### src/rtl/cic_comp_pkg.sv
// Package for the CIC droop-compensation FIR.
// Holds the default parameter values, the default compensation coefficient
// set (2**16 = unity gain), the FSM state type and the shared
// round/saturate helper used by each channel's MAC.
package cic_comp_pkg;

  localparam int DEF_WIDTH      = 16;
  localparam int DEF_COEF_WIDTH = 18;
  localparam int DEF_TAPS       = 21;
  localparam int DEF_OUT_SHIFT  = 16;

  typedef logic signed [DEF_COEF_WIDTH-1:0] coef_t;

  // Index 0 multiplies the newest sample; taps sum to 65536 (unity DC gain).
  localparam coef_t COMP_COEFS [DEF_TAPS] = '{
    -18'sd40,   18'sd120,  -18'sd260,  18'sd480,   -18'sd820,
     18'sd1320, -18'sd2050, 18'sd3100, -18'sd4700,  18'sd7600,
     18'sd56036,
     18'sd7600, -18'sd4700, 18'sd3100, -18'sd2050,  18'sd1320,
    -18'sd820,   18'sd480, -18'sd260,   18'sd120,  -18'sd40
  };

  typedef enum logic [1:0] {IDLE, MAC, ROUND} fsm_state_t;

  // Round half up, arithmetic shift, then clamp to a signed 'width'-bit range.
  // The accumulator arrives sign-extended to 64 bits, so acc + half cannot wrap.
  function automatic logic signed [63:0] sat_round(input logic signed [63:0] acc,
                                                   input int shift,
                                                   input int width);
    logic signed [63:0] rounded;
    logic signed [63:0] max_val;
    logic signed [63:0] min_val;
    if (shift > 0) rounded = (acc + (64'sd1 <<< (shift - 1))) >>> shift;
    else           rounded = acc;
    max_val = (64'sd1 <<< (width - 1)) - 64'sd1;
    min_val = -(64'sd1 <<< (width - 1));
    if (rounded > max_val)      sat_round = max_val;
    else if (rounded < min_val) sat_round = min_val;
    else                        sat_round = rounded;
  endfunction

endpackage

### src/rtl/cic_comp_fir_if.sv
// Sample stream bundle for the CIC compensation FIR.
// master: producer side (drives i_* samples/strobe, observes o_* results).
// slave : the filter (consumes i_*, drives o_*).
//   i_inph_data/i_quad_data  signed input I/Q sample
//   i_valid                  one-cycle input strobe
//   o_inph_data/o_quad_data  signed filtered I/Q
//   o_valid                  one-cycle output strobe
//   o_overrun                one-cycle pulse, input dropped while busy
interface cic_comp_fir_if #(parameter int WIDTH = 16);
  logic signed [WIDTH-1:0] i_inph_data;
  logic signed [WIDTH-1:0] i_quad_data;
  logic                    i_valid;
  logic signed [WIDTH-1:0] o_inph_data;
  logic signed [WIDTH-1:0] o_quad_data;
  logic                    o_valid;
  logic                    o_overrun;

  modport master (output i_inph_data, i_quad_data, i_valid,
                  input  o_inph_data, o_quad_data, o_valid, o_overrun);
  modport slave  (input  i_inph_data, i_quad_data, i_valid,
                  output o_inph_data, o_quad_data, o_valid, o_overrun);
endinterface

### src/rtl/cic_comp_mac.sv
// One channel of the compensation FIR: registered product, accumulator and
// round/saturate result register, sequenced by strobes from the top FSM.
//   i_clock, i_reset  clock, synchronous active-high reset
//   clear             zero the accumulator (new sample accepted)
//   enable            register coef*sample this cycle
//   last              load the rounded, saturated accumulator into result
//   sample, coef      current delay-line entry and its coefficient
//   result            rounded/saturated filter output
module cic_comp_mac import cic_comp_pkg::*; #(
  parameter int WIDTH      = DEF_WIDTH,
  parameter int COEF_WIDTH = DEF_COEF_WIDTH,
  parameter int TAPS       = DEF_TAPS,
  parameter int OUT_SHIFT  = DEF_OUT_SHIFT
) (
  input  logic                         i_clock,
  input  logic                         i_reset,
  input  logic                         clear,
  input  logic                         enable,
  input  logic                         last,
  input  logic signed [WIDTH-1:0]      sample,
  input  logic signed [COEF_WIDTH-1:0] coef,
  output logic signed [WIDTH-1:0]      result
);

  localparam int PROD_W = WIDTH + COEF_WIDTH;
  localparam int ACC_W  = WIDTH + COEF_WIDTH + $clog2(TAPS);

  logic signed [PROD_W-1:0] sample_ext;
  logic signed [PROD_W-1:0] coef_ext;
  logic signed [PROD_W-1:0] prod;
  logic                     prod_valid;
  logic signed [ACC_W-1:0]  acc;
  logic signed [63:0]       acc_ext;

  assign sample_ext = {{COEF_WIDTH{sample[WIDTH-1]}}, sample};
  assign coef_ext   = {{WIDTH{coef[COEF_WIDTH-1]}}, coef};
  assign acc_ext    = {{(64-ACC_W){acc[ACC_W-1]}}, acc};

  // The product is registered one cycle ahead of accumulation, so prod_valid
  // trails enable and the final product is absorbed in the first ROUND cycle.
  always_ff @(posedge i_clock) begin
    if (i_reset) begin
      prod       <= '0;
      prod_valid <= 1'b0;
      acc        <= '0;
      result     <= '0;
    end else begin
      prod_valid <= enable;
      if (enable) prod <= sample_ext * coef_ext;
      if (clear)           acc <= '0;
      else if (prod_valid) acc <= acc + {{(ACC_W-PROD_W){prod[PROD_W-1]}}, prod};
      if (last) result <= WIDTH'(sat_round(acc_ext, OUT_SHIFT, WIDTH));
    end
  end

endmodule

### src/rtl/cic_comp_fir.sv
// CIC droop-compensation FIR, I and Q, one time-multiplexed MAC per channel.
// Accepts one sample per TAPS+4 clocks; each accepted sample produces one
// output TAPS+3 clocks later. Samples arriving while busy are dropped and
// flagged on o_overrun.
//   i_clock, i_reset  clock, synchronous active-high reset
//   bus (slave)       i_inph_data, i_quad_data, i_valid in;
//                     o_inph_data, o_quad_data, o_valid, o_overrun out
module cic_comp_fir import cic_comp_pkg::*; #(
  parameter int WIDTH      = DEF_WIDTH,
  parameter int COEF_WIDTH = DEF_COEF_WIDTH,
  parameter int TAPS       = DEF_TAPS,
  parameter int OUT_SHIFT  = DEF_OUT_SHIFT,
  parameter logic signed [COEF_WIDTH-1:0] COEFS [TAPS] = COMP_COEFS
) (
  input logic           i_clock,
  input logic           i_reset,
  cic_comp_fir_if.slave bus
);

  localparam int PTR_W = (TAPS > 1) ? $clog2(TAPS) : 1;

  fsm_state_t              state;
  logic [PTR_W-1:0]        wr_ptr;
  logic [PTR_W-1:0]        rd_ptr;
  logic [PTR_W-1:0]        tap;
  logic [1:0]              round_cnt;
  logic signed [WIDTH-1:0] line_i [TAPS];
  logic signed [WIDTH-1:0] line_q [TAPS];
  logic signed [WIDTH-1:0] res_i;
  logic signed [WIDTH-1:0] res_q;
  logic                    accept;
  logic                    mac_en;
  logic                    mac_last;

  assign accept   = bus.i_valid && (state == IDLE);
  assign mac_en   = (state == MAC);
  assign mac_last = (state == ROUND) && (round_cnt == 2'd1);

  // ROUND spans three cycles: flush last product, round/saturate, present.
  // rd_ptr walks backwards from the newest entry so tap k sees x[n-k].
  always_ff @(posedge i_clock) begin
    if (i_reset) begin
      state           <= IDLE;
      wr_ptr          <= '0;
      rd_ptr          <= '0;
      tap             <= '0;
      round_cnt       <= '0;
      bus.o_inph_data <= '0;
      bus.o_quad_data <= '0;
      bus.o_valid     <= 1'b0;
      bus.o_overrun   <= 1'b0;
      for (int k = 0; k < TAPS; k++) begin
        line_i[k] <= '0;
        line_q[k] <= '0;
      end
    end else begin
      bus.o_valid   <= 1'b0;
      bus.o_overrun <= bus.i_valid && (state != IDLE);
      case (state)
        IDLE: begin
          if (bus.i_valid) begin
            line_i[wr_ptr] <= bus.i_inph_data;
            line_q[wr_ptr] <= bus.i_quad_data;
            rd_ptr         <= wr_ptr;
            wr_ptr         <= (wr_ptr == PTR_W'(TAPS - 1)) ? '0 : wr_ptr + 1'b1;
            tap            <= '0;
            state          <= MAC;
          end
        end
        MAC: begin
          rd_ptr <= (rd_ptr == '0) ? PTR_W'(TAPS - 1) : rd_ptr - 1'b1;
          if (tap == PTR_W'(TAPS - 1)) begin
            round_cnt <= '0;
            state     <= ROUND;
          end else begin
            tap <= tap + 1'b1;
          end
        end
        ROUND: begin
          round_cnt <= round_cnt + 1'b1;
          if (round_cnt == 2'd2) begin
            bus.o_inph_data <= res_i;
            bus.o_quad_data <= res_q;
            bus.o_valid     <= 1'b1;
            state           <= IDLE;
          end
        end
        default: state <= IDLE;
      endcase
    end
  end

  cic_comp_mac #(
    .WIDTH(WIDTH), .COEF_WIDTH(COEF_WIDTH), .TAPS(TAPS), .OUT_SHIFT(OUT_SHIFT)
  ) mac_inph (
    .i_clock(i_clock), .i_reset(i_reset), .clear(accept), .enable(mac_en),
    .last(mac_last), .sample(line_i[rd_ptr]), .coef(COEFS[tap]), .result(res_i)
  );

  cic_comp_mac #(
    .WIDTH(WIDTH), .COEF_WIDTH(COEF_WIDTH), .TAPS(TAPS), .OUT_SHIFT(OUT_SHIFT)
  ) mac_quad (
    .i_clock(i_clock), .i_reset(i_reset), .clear(accept), .enable(mac_en),
    .last(mac_last), .sample(line_q[rd_ptr]), .coef(COEFS[tap]), .result(res_q)
  );

endmodule
### src/flat_wrapper.sv
// flat-port wrapper written by rule: the top's interface ports become plain ports
module cic_comp_fir_flat import cic_comp_pkg::*;
#(
  parameter int WIDTH      = DEF_WIDTH,
  parameter int COEF_WIDTH = DEF_COEF_WIDTH,
  parameter int TAPS       = DEF_TAPS,
  parameter int OUT_SHIFT  = DEF_OUT_SHIFT,
  parameter logic signed [COEF_WIDTH-1:0] COEFS [TAPS] = COMP_COEFS
)
  (i_clock, i_reset, bus_i_inph_data, bus_i_quad_data, bus_i_valid, bus_o_inph_data, bus_o_quad_data, bus_o_valid, bus_o_overrun);
  cic_comp_fir_if #(.WIDTH(WIDTH)) bus_i ();
  input logic i_clock;
  input logic i_reset;
  input wire logic [$bits(bus_i.i_inph_data)-1:0] bus_i_inph_data;
  input wire logic [$bits(bus_i.i_quad_data)-1:0] bus_i_quad_data;
  input wire logic [$bits(bus_i.i_valid)-1:0] bus_i_valid;
  output wire logic [$bits(bus_i.o_inph_data)-1:0] bus_o_inph_data;
  output wire logic [$bits(bus_i.o_quad_data)-1:0] bus_o_quad_data;
  output wire logic [$bits(bus_i.o_valid)-1:0] bus_o_valid;
  output wire logic [$bits(bus_i.o_overrun)-1:0] bus_o_overrun;
  assign bus_i.i_inph_data = bus_i_inph_data;
  assign bus_i.i_quad_data = bus_i_quad_data;
  assign bus_i.i_valid = bus_i_valid;
  assign bus_o_inph_data = bus_i.o_inph_data;
  assign bus_o_quad_data = bus_i.o_quad_data;
  assign bus_o_valid = bus_i.o_valid;
  assign bus_o_overrun = bus_i.o_overrun;
  cic_comp_fir #(.WIDTH(WIDTH), .COEF_WIDTH(COEF_WIDTH), .TAPS(TAPS), .OUT_SHIFT(OUT_SHIFT), .COEFS(COEFS)) u_core (.i_clock(i_clock), .i_reset(i_reset), .bus(bus_i));
endmodule
### config.mk
export PLATFORM = sky130hd
export DESIGN_NAME = cic_comp_fir_flat
export DESIGN_NICKNAME = d
export VERILOG_FILES = /design/src/rtl/cic_comp_pkg.sv /design/src/rtl/cic_comp_fir_if.sv /design/src/rtl/cic_comp_mac.sv /design/src/rtl/cic_comp_fir.sv /design/src/flat_wrapper.sv
export SDC_FILE = /design/constraint.sdc
export NUM_CORES = 2
export LEC_CHECK = 0
export ABC_AREA = 0
export ABC_CLOCK_PERIOD_IN_PS = 15900
export CAP_MARGIN = 20
export CORE_ASPECT_RATIO = 1.25
export CORE_MARGIN = 3
export CORE_UTILIZATION = 40
export CTS_BUF_LIST = sky130_fd_sc_hd__clkbuf_8
export CTS_CLUSTER_SIZE = 30
export DETAILED_ROUTE_END_ITERATION = 6
export PLACE_DENSITY = 0.53
export SYNTH_ARGS = -nofsm -noshare
export SYNTH_HDL_FRONTEND = slang
export SYNTH_SLANG_ARGS = --single-unit
### constraint.sdc
create_clock -name i_clock -period 15.9 [get_ports i_clock]
set_input_delay 2.385 -clock i_clock [delete_from_list [all_inputs] [get_ports i_clock]]
set_output_delay 2.385 -clock i_clock [all_outputs]
set_load 0.005 [all_outputs]
After elaboration in Yosys (flattened, before gate mapping)
Memories as Yosys holds them, arrays and structs flattened. A register that Yosys moved wholly into a read port is not among the register bits.
Cells that the tools add are included.
{ "word_totals": {"register_bits": 232, "ramBits": 672, "mem_bits_ro": 576, "input_bits": 35, "elab_cells": 104, "n_memories": 3} }
{ "memory_table": {"columns": ["memory", "words", "width", "read_ports", "rd_ports_with_merged_regs", "write_ports", "line", "source"], "rows": [
  ["(name not given)", 32, 18, 1, 0, 0, "cic_comp_fir.sv:97", ".last(mac_last), .sample(line_i[rd_ptr]), .coef(COEFS[tap]), .result(res_i)"],
  ["u_core.line_i", 21, 16, 1, 1, 21, "cic_comp_fir.sv:27", "logic signed [WIDTH-1:0] line_i [TAPS];"],
  ["u_core.line_q", 21, 16, 1, 1, 21, "cic_comp_fir.sv:28", "logic signed [WIDTH-1:0] line_q [TAPS];"]
]} }
{ "classes": {"addsub": 8, "mul": 2, "order_cmp": 5, "eq_ne": 10, "muxes": 40, "bitwise_logic": 2, "reduce_logical": 18} }
{ "ops": {"columns": ["cell", "n"], "rows": [
  ["2-to-1 mux 64 bit", 4],
  ["greater-than comparator 64 x 16 -> 1 bit (second input constant)", 2],
  ["less-than comparator 64 x 16 -> 1 bit (second input constant)", 2],
  ["2-to-1 mux 16 bit", 6],
  ["adder 39 x 17 -> 40 bit (second input constant)", 2],
  ["adder 39 bit", 2],
  ["multiplier 16 x 18 -> 34 bit", 2],
  ["2-to-1 mux 5 bit", 11],
  ["2-to-1 mux 18 bit", 2],
  ["OR reduction 16 bit", 2],
  ["one-hot mux 5 bit (2 select lines)", 2],
  ["adder 5 x 1 -> 5 bit (second input constant)", 2],
  ["equality test 5 bit (second input constant)", 2],
  ["2-to-1 mux 1 bit", 9],
  ["2-to-1 mux 2 bit", 4],
  ["AND reduction 2 bit", 4],
  [">= comparator 6 bit (second input constant)", 1],
  ["!= test 2 bit (second input constant)", 3],
  ["inverter 5 -> 6 bit", 1],
  ["one-hot mux 2 bit (3 select lines)", 1],
  ["AND reduction 3 bit", 2],
  ["nonzero test 2 bit", 3],
  ["zero test 5 bit", 1],
  ["subtractor 5 x 1 -> 5 bit (second input constant)", 1],
  ["9 further kinds", 14]
]} }

Longest topological paths before layout
{ "logic_depth": {"depth_word": 7, "depth_mapped": 32, "ltp_nobuf": 30} }

Modules after synthesis
A second synthesis with hierarchy kept.
{ "unflattened": {"hier_cells": 7210, "area_unflattened_um2": 80245.7} }
{ "modules_own_cells": {"columns": ["module", "instances", "cells_each", "area_each_um2"], "rows": [
  ["cic_comp_fir", 1, 3396, 47241.6],
  ["cic_comp_mac at u_core.mac_quad", 1, 1900, 16620.9],
  ["cic_comp_mac at u_core.mac_inph", 1, 1914, 16383.2]
]} }

Worst setup path after synthesis
OpenSTA, ideal clock, no wires.
{ "synth_timing": {"path_type": "flip-flop to flip-flop", "from": "register with a tool-made name", "to": "register u_core.mac_quad.prod[33]", "setup_time_ns": 0.086, "t_arrival_ns": 8.508, "t_required_ns": 15.814, "slack_ns": 7.307, "stages_incl_launch_ff": 31, "path_buffers": 5, "path_cell_list": "dfxtp_1 clkbuf_1 clkbuf_1 buf_1 mux4_2 mux4_2 mux2i_1 clkbuf_1 nor2_1 fa_1 inv_1 fa_1 fa_1 inv_1 fa_1 fa_1 inv_1 fa_1 inv_1 ha_1 clkbuf_1 and3_1 a221o_1 o21ai_0 a21oi_1 o41ai_1 o21ai_0 a31oi_1 o21bai_1 xnor2_1 a211oi_1"} }
{ "synth_rtl": {"columns": ["item", "line", "source"], "rows": [
  ["to (signal assigned)", "cic_comp_mac.sv:49", "if (enable) prod <= sample_ext * coef_ext;"],
  ["to (decl)", "cic_comp_mac.sv:30", "logic signed [PROD_W-1:0] prod;"]
]} }

==> results.toml <==
[clock_network]
cts.path.max_buffers = 3
clk_latency_ns = 0.95
htree_levels = 4
ctsHoldBuffers = 0
path_clk_slew_ns = 0.06
postCtsSetupRepairBufs = 0
cts_tree = "built"
root_buffer = "clkbuf_8"
clkSinkCount = 1257
cts_buffers = 204
ctsResizeCount = 0

[grt]
grt_use_total = 0.2207
grt_start_max_net_pins = 119
grt_pass1_wl_um = 323600
antenna_found_initial = 8
grt_pass1_vias = 50080
grt-ovfl-total = 0

[critical_path]
max_stage_delay_ns = 0.79
r2r_setup_slack_ns = 5.57
cp_slowest_cell = "buf_4"
worstSetupStartpointType = "flop"
rr_worst_depth = 29
arrival_ns = 11.15
cp_common_cell = "fa_1"
end_kind = "flop"
critPathKind = "flop to flop"
crit_required_ns = 16.71
timing.rr.end = "u_core.mac_inph.prod[30]$_SDFFE_PP0P_"
cp_max_fo = 54

[routing]
drc = 0
route.vias.total = 47720
routedWlPerCell_um = 24.02
ant_nets = 0
routed_wl_um = 215200
firstDrtPassIters = 7
viasPerCell = 5.325
highest_layer = "met4"
met2_length_um = 110000
drt_iter0_drc = 3289
wl_met3_um = 11110
wl_met1_um = 86260

[floorplanning]
die_y_um = 495.3
coreArea_mm2 = 0.1893
start_util = 0.4046
fp.dieW_um = 397.4
io_pins = 69
rows = 178
die_area_mm2 = 0.1968

[sta]
final_hold_viol_count = 0
worst_slew_pin_slew_ns = 1.209
setup_viol = 0
max_freq_mhz = 96.77
min_period_over_period = 0.6499
fin_crit_ns = 10.33
worst_hold_slack_ns = 0.4228
tns_ns = 0
relSlewSlack = 0.1942
rsz0062_at_grt = "no"
skew_ns = 0.08401
slew_viol_final = 0

[yosys]
synth.avg_cell_area_um2 = 12.26
async_flop_share = 0
yosys_most_used_dff = "edfxtp_1"
seq_area_frac_synth = 0.4623
synth_top_area_share = 0.4014
synth_area_mm2 = 0.07660
synth_fp_nets = 7076
synthCells = 6248
netlist_top_cells_area = "edfxtp_1 40%, fa_1 14%, mux4_2 9.4%"
ys_seq_elements = 1257
synth-warning-count = 0
synth-edff-count = 1024
synth_top_area_cell = "edfxtp_1"
synth.distinct_cells = 80

[worst_hold_path]
hp-class = "flop to flop"
holdPathEnd = "u_core.bus.o_inph_data[5]$_SDFFE_PP0P_"
min_path_cells = 2
holdCritStartpoint = "u_core.mac_inph.result[5]$_SDFFE_PP0P_"

[final_layout]
post-route-util = 0.4465
nNetsFinal = 7110
syn_to_final_growth_pct = 10.35
drive_gt1_frac = 0.1270
fin_cells = 8961

[run]
max_cap_violations = 0

[placement]
place.port_buffers = 68
dp_hpwl_um = 139600
place_congestion = 0.8563
dp.cells = 8585

[status]
status = "complete, no violations"
-- sequential cells by signal, summed over array words and instances (netlist names), 16 cells and up, named ones only --
register                count
u_core.bus.o_inph_data     16
u_core.bus.o_quad_data     16
u_core.line_i             512
u_core.line_q             512
u_core.mac_inph.acc        38
u_core.mac_inph.prod       33
u_core.mac_inph.result     16
u_core.mac_quad.acc        38
u_core.mac_quad.prod       33
u_core.mac_quad.result     16
-- critical path, delay by kind of cell (launching register included) --
| family | cells | cell delay [ns] |
|---|---|---|
| AO/OA/AOI/OAI | 8 | 2.35 |
| XOR/XNOR | 1 | 0.18 |
| adder cells (fa/ha/maj) | 7 | 3.39 |
| buffers and inverters | 8 | 2.16 |
| flip-flops | 1 | 0.58 |
| multiplexers | 3 | 1.13 |
| AND/OR/NAND/NOR | 2 | 0.30 |
-- placed cells by master, fill, tap and decap left out, types with 117 or more instances in the layout --
cell      instances
and2_1          721
nand2_1         412
mux4_2          320
edfxtp_1       1024
dfxtp_1         227
ha_1            257
inv_1           788
nor2_1          448
buf_4           117
a21oi_1         232
fa_1            536
clkbuf_8        219
-- per-stage QoR --
stage,setup slack (ns),area (um2)
finish,5.566,84520
global route,4.995,84520
CTS,5.539,84310
detailed placement,5.635,80530
global placement,5.646,80530
floorplan,7.307,76600
-- cells in the mapped netlist (26+ instances only) --
master / n
nand3_1: 58
nand2b_1: 51
nor3_1: 42
a211oi_1: 26
nand4_1: 26
xnor2_1: 102
buf_1: 56
a21o_1: 59
and2_1: 721
nor2_1: 480
nand2_1: 413
edfxtp_1: 1024
fa_1: 536
clkbuf_1: 300
dfxtp_1: 233
or3_1: 26
mux2i_1: 67
inv_1: 711
o21ai_0: 111
a21oi_1: 233
xor2_1: 47
ha_1: 257
mux4_2: 320
-- logic make-up after synthesis --
group / after synthesis / share of synthesized area
AO/OA/AOI/OAI: 639 / 0.05279
XOR/XNOR: 149 / 0.01704
adder cells (fa/ha/maj): 793 / 0.1821
buffers and inverters: 1081 / 0.05319
flip-flops: 1257 / 0.4623
multiplexers: 400 / 0.1048
AND/OR/NAND/NOR: 1929 / 0.1278
-- area by class of cell --
cell class              count  area, um2
fillers                 17490     104800
inverters                 712       2673
clock inverters           140      769.5
flip-flops and latches   1257      35430
repair buffers            197       1800
clock buffers             219       3014
well taps                2520       3153
diodes                      6      15.01
multi-input cells        3910      37670
-- worst max-delay path by stage --
| stage | endpoint | slack, ns | cells past startpoint |
|---|---|---|---|
| floorplan | u_core.mac_quad.prod[33]$_SDFFE_PP0P_ | 7.31 | 30 |
| global placement | u_core.mac_inph.prod[30]$_SDFFE_PP0P_ | 5.65 | 27 |
| detailed placement | u_core.mac_inph.prod[30]$_SDFFE_PP0P_ | 5.64 | 29 |
| CTS | u_core.mac_inph.prod[30]$_SDFFE_PP0P_ | 5.54 | 29 |
| global route | u_core.mac_inph.prod[30]$_SDFFE_PP0P_ | 5.00 | 27 |
| finish | u_core.mac_inph.prod[30]$_SDFFE_PP0P_ | 5.57 | 29 |
-- layer usage --
metal	global-route usage	vias to the layer above
li1	-	21500
met1	0.2750	24490
met2	0.3880	1361
met3	0.03340	363
met4	0.08140	0
met5	0	-
Power is not shown: default switching activity piles up to over one toggle a cycle in this logic, so the estimate is an artifact.
